[src/rtl/game_state_ctrl.sv]
`default_nettype none
// ============================================================================
// Module   : game_state_ctrl
// Purpose  : Asteroids game-flow controller: attract, play, respawn and
//            game-over sequencing, life tracking and new-game reset pulse.
// Revision : 1.0 - initial release
// ============================================================================
module game_state_ctrl #(
  parameter int LIVES                = 3,
  parameter int RESPAWN_FRAMES       = 120,
  parameter int GAMEOVER_HOLD_FRAMES = 180
) (
  input  logic       iClk,
  input  logic       iRst,
  input  logic       iStart,
  input  logic       iShipHit,
  input  logic       iFrameTick,
  output logic [1:0] oGameOver,
  output logic [2:0] oLives,
  output logic       oShipEnable,
  output logic       oGameReset
);

  localparam logic [2:0] c_LIVES_INIT   = 3'(LIVES);
  localparam logic [7:0] c_RESPAWN_INIT = 8'(RESPAWN_FRAMES);
  localparam logic [7:0] c_HOLD_INIT    = 8'(GAMEOVER_HOLD_FRAMES);

  // State encoding doubles as the oGameOver code seen by the overlays.
  typedef enum logic [1:0] {
    ST_PLAYING   = 2'b00,
    ST_GAME_OVER = 2'b01,
    ST_ATTRACT   = 2'b10,
    ST_RESPAWN   = 2'b11
  } state_t;

  state_t     r_state;
  state_t     w_state_nxt;
  logic [2:0] r_lives;
  logic [2:0] w_lives_nxt;
  logic [7:0] r_timer;
  logic [7:0] w_timer_nxt;
  logic       r_ship_en;
  logic       w_ship_en_nxt;
  logic       r_game_reset;
  logic       w_game_reset_nxt;

  logic       r_start_sync1;
  logic       r_start_sync2;
  logic       r_start_prev;
  logic       w_start_edge;

  assign w_start_edge = r_start_sync2 & ~r_start_prev;

  always_ff @(posedge iClk or negedge iRst) begin
    if (!iRst) begin
      r_start_sync1 <= 1'b0;
      r_start_sync2 <= 1'b0;
      r_start_prev  <= 1'b0;
    end else begin
      r_start_sync1 <= iStart;
      r_start_sync2 <= r_start_sync1;
      r_start_prev  <= r_start_sync2;
    end
  end

  always_ff @(posedge iClk or negedge iRst) begin
    if (!iRst) begin
      r_state      <= ST_ATTRACT;
      r_lives      <= 3'd0;
      r_timer      <= 8'd0;
      r_ship_en    <= 1'b0;
      r_game_reset <= 1'b0;
    end else begin
      r_state      <= w_state_nxt;
      r_lives      <= w_lives_nxt;
      r_timer      <= w_timer_nxt;
      r_ship_en    <= w_ship_en_nxt;
      r_game_reset <= w_game_reset_nxt;
    end
  end

  always_comb begin
    w_state_nxt      = r_state;
    w_lives_nxt      = r_lives;
    w_timer_nxt      = r_timer;
    w_game_reset_nxt = 1'b0;
    case (r_state)
      ST_ATTRACT: begin
        if (w_start_edge) begin
          w_state_nxt      = ST_PLAYING;
          w_lives_nxt      = c_LIVES_INIT;
          w_game_reset_nxt = 1'b1;
        end
      end
      ST_PLAYING: begin
        // A hit wins over a coincident frame tick; the tick is simply dropped.
        if (iShipHit) begin
          if (r_lives > 3'd1) begin
            w_state_nxt = ST_RESPAWN;
            w_lives_nxt = r_lives - 3'd1;
            w_timer_nxt = c_RESPAWN_INIT;
          end else begin
            w_state_nxt = ST_GAME_OVER;
            w_lives_nxt = 3'd0;
            w_timer_nxt = c_HOLD_INIT;
          end
        end
      end
      ST_RESPAWN: begin
        if (iFrameTick) begin
          if (r_timer <= 8'd1) begin
            w_state_nxt = ST_PLAYING;
            w_timer_nxt = 8'd0;
          end else begin
            w_timer_nxt = r_timer - 8'd1;
          end
        end
      end
      ST_GAME_OVER: begin
        // Start is only honoured once the hold has fully expired.
        if (iFrameTick && (r_timer != 8'd0)) begin
          w_timer_nxt = r_timer - 8'd1;
        end else if (w_start_edge && (r_timer == 8'd0)) begin
          w_state_nxt      = ST_PLAYING;
          w_lives_nxt      = c_LIVES_INIT;
          w_game_reset_nxt = 1'b1;
        end
      end
      default: begin
        w_state_nxt = ST_ATTRACT;
        w_lives_nxt = 3'd0;
        w_timer_nxt = 8'd0;
      end
    endcase
    w_ship_en_nxt = (w_state_nxt == ST_PLAYING);
  end

  assign oGameOver   = r_state;
  assign oLives      = r_lives;
  assign oShipEnable = r_ship_en;
  assign oGameReset  = r_game_reset;

endmodule
`default_nettype wire

[config.mk]
export PLATFORM = sky130hd
export DESIGN_NAME = game_state_ctrl
export DESIGN_NICKNAME = d
export VERILOG_FILES = /design/src/rtl/game_state_ctrl.sv
export SDC_FILE = /design/constraint.sdc
export NUM_CORES = 1
export LEC_CHECK = 0
export ABC_CLOCK_PERIOD_IN_PS = 2300
export BUFFER_PORTS_ARGS = -buffer_cell sky130_fd_sc_hd__buf_4
export CAP_MARGIN = 20
export CORE_ASPECT_RATIO = 0.9
export CORE_MARGIN = 2
export CORE_UTILIZATION = 55
export CTS_CLUSTER_SIZE = 28
export DETAILED_ROUTE_END_ITERATION = 16
export PLACE_DENSITY = 0.78
export SLEW_MARGIN = 25
export SYNTH_ARGS = -nofsm -noshare
export SYNTH_HDL_FRONTEND = slang
export SYNTH_SLANG_ARGS = --single-unit
export TNS_END_PERCENT = 5
[constraint.sdc]
create_clock -name iClk -period 2.3 [get_ports iClk]
set_input_delay 0.345 -clock iClk [delete_from_list [all_inputs] [get_ports iClk]]
set_output_delay 0.345 -clock iClk [all_outputs]
set_load 0.1 [all_outputs]
==> flow_summary.yaml <==
outcome:
  status: "completed"
layout:
  fin_cells: 178
  layout-drive-gt1-share_pct: 21.2
  fin_area_um2: 1460
  syn2layout_area_growth_pct: 13.6
  fin_util_pct: 66.4
  mostFrequentLayoutCells: "buf_4 (16), dfrtp_1 (16), inv_1 (13)"
  antenna_cells: 0
  n_fill_cell: 170
  final_nets: 167
sta:
  setup_violations: 0
  period_share_pct: 94.6
  rsz0062_at_grt: "false"
  fin_skew_ps: 6.46
  drv_slew: 0
  worstMarginPinSlew_ps: 531
  fin_crit_ps: 2180
  fmax_mhz: 460
  slew_headroom_pct: 64.5
  finalHoldViolations: 0
place:
  io_buffers: 11
  dp_hpwl_um: 2390
  place_area_um2: 1410
  gp_congestion: 0.866
  place_inst: 173
logic_synthesis:
  ys_ff_latch: 18
  async_reset_ff_share_pct: 100
  synth_edf_count: 0
  avgSynthCellArea_um2: 9.39
  synth_area_leaders: "dfrtp_1 (33%), ha_1 (9.7%), inv_1 (4.1%), dfstp_2 (2.0%), a22o_1 (2.0%)"
  yosysTopAreaCell: "dfrtp_1"
  synth_ff_type: "dfrtp_1"
  ys_seq_area_share_pct: 35.1
  syn_nets: 152
  syn_inst: 137
  netlist_area_um2: 1290
  ys_warn_count: 0
  synth_cell_type_count: 53
  yosysTopAreaCellShare_pct: 33.1
critical_path:
  r2r_slack_ps: 120
  worstSetupPathType: "reg2reg"
  end_kind: "flip-flop"
  rr_worst_depth: 6
  cp-start-kind: "flip-flop"
  crit_path_top_delay_cell: "dfstp_4"
  crit_path_start: "oGameOver[1]"
  worstPathCellList: "inv_2 -> ha_1 -> nor2b_1 -> a2111o_1 -> and3_1 -> a211o_1"
  worstReg2RegStart: "oGameOver[1]"
  regToRegEndpoint: "r_timer[5]"
  cp_max_fo: 8
  cp_slowest_stage_delay_ps: 660
  required_ps: 2500
  cp_data_arrival_time_ps: 2380
routing:
  drc: 0
  num_vias: 1206
  drtAntennaViolNets: 0
  drt_iter0_drc: 80
  wl_per_cell_um: 18.2
  viasPerCell: 6.78
  first_pass_iters: 4
  finalWirelength_um: 3230
floorplanning:
  die_h_um: 49.9
  core_um2: 2200
  row_count: 16
  initial_core_util_pct: 58.4
  ioPinCount: 12
  die_area_um2: 2740
  die_x_um: 55.0
grt:
  track_usage_pct: 28.0
  grt_start_max_net_pins: 19
  grt.overflow.total: 0
  antenna_found_initial: 0
  grt_pass1_vias: 1168
  grt_pass1_wl_um: 5580
hold_path:
  hold_path.class: "in2reg"
  min_path_cells: 1
  hold_start: "iStart"
  min_to: "r_start_sync1"
cts:
  clock_latency_ps: 300
  cts_sinks: 18
  ctsHtreeMaxLevel: 1
  clock_path_buffers: 2
  cts_buffers: 3
  cts_tree: "built"
  cts_root_buf: "clkbuf_4"
  path_clk_slew_ps: 110
run:
  drv_cap: 0
## area by class of cell
type / instances / area [um2] / area share [%]
clock buffer: 4 / 36.3 / 2.48
inverter: 14 / 52.6 / 3.60
timing repair buffer: 17 / 130 / 8.90
sequential: 18 / 459 / 31.4
tap: 27 / 33.8 / 2.31
multi-input combinational: 98 / 749 / 51.3
## worst max-delay path by stage
stage,to,slack [ps],cells after the start
after detailed placement,r_timer[5],90,6
after floorplan,r_timer[5],-90,8
after global routing,r_timer[5],30,6
after global placement,r_timer[5],160,6
final,r_timer[5],120,6
after CTS,r_timer[5],70,6
## per-stage QoR
stage	TNS (ps)	setup WS, ps	hold slack [ps]
finish	0	124	148
global route	0	34.8	125
CTS	0	73.8	138
detailed placement	0	93.6	228
global placement	0	156	226
floorplan	-125	-91.5	49.4
## cells in the mapped netlist (2+ instances only)
library cell  number
a31oi_1            2
buf_2              2
o22ai_1            2
inv_1             14
mux2_1             2
nand2_1            6
o31ai_1            3
o32ai_1            2
nor4_1             3
nand3_1            5
a2bb2oi_1          2
nor2b_1            3
o21ai_0            4
or2_2              2
a21oi_1            4
a22o_1             3
or4_1              2
dfrtp_1           17
nor3_1             5
nor2_1             6
clkbuf_1           3
or3_1              2
ha_1              10
o311ai_0           2
o221ai_1           3
## timing repair
| action | 4_1_cts | 5_1_grt |
|---|---|---|
| endpoints found under the setup margin | 0 | 1 |
| gates resized for setup | 0 | 1 |
| hold buffers | 1 | 0 |
| buffers inserted | 0 | 0 |
| hold endpoints to repair | 17 | 0 |
## kinds of logic after synthesis
family / count (synthesis) / synth area share [%]
adder cells (fa/ha/maj): 10 / 9.73
buffers and inverters: 21 / 6.91
AND/OR/NAND/NOR: 43 / 20.0
multiplexers: 2 / 1.75
AO/OA/AOI/OAI: 43 / 26.5
flip-flops: 18 / 35.1
## registers in the layout, indices dropped and copies added, names as in the netlist
register and count:
oGameOver 2, r_start_sync2 1, r_timer 8, r_start_sync1 1, oGameReset 1, oShipEnable 1, oLives 3, r_start_prev 1
## metal layers
layer  vias up  part of all wire [%]  GRT usage, %  routed length [um]
met1       577                    42          36.9                1350
met3         8                   9.2          8.48                 296
met5         -                     0             0                   0
li1        547                     -             -                   -
met4         0                   1.2          6.50                  40
met2        74                    48          44.4                1550
## worst max-delay path: cells and delay by family (launching register included)
family | cells | cell delay [ps]
and+or+nand+nor | 2 | 420
buffers and inverters | 1 | 60
DFF | 1 | 660
adders and majority gates | 1 | 190
AOI/OAI and AO/OA | 2 | 740
Power is not shown: default switching activity piles up to over one toggle a cycle in this logic, so the estimate is an artifact.
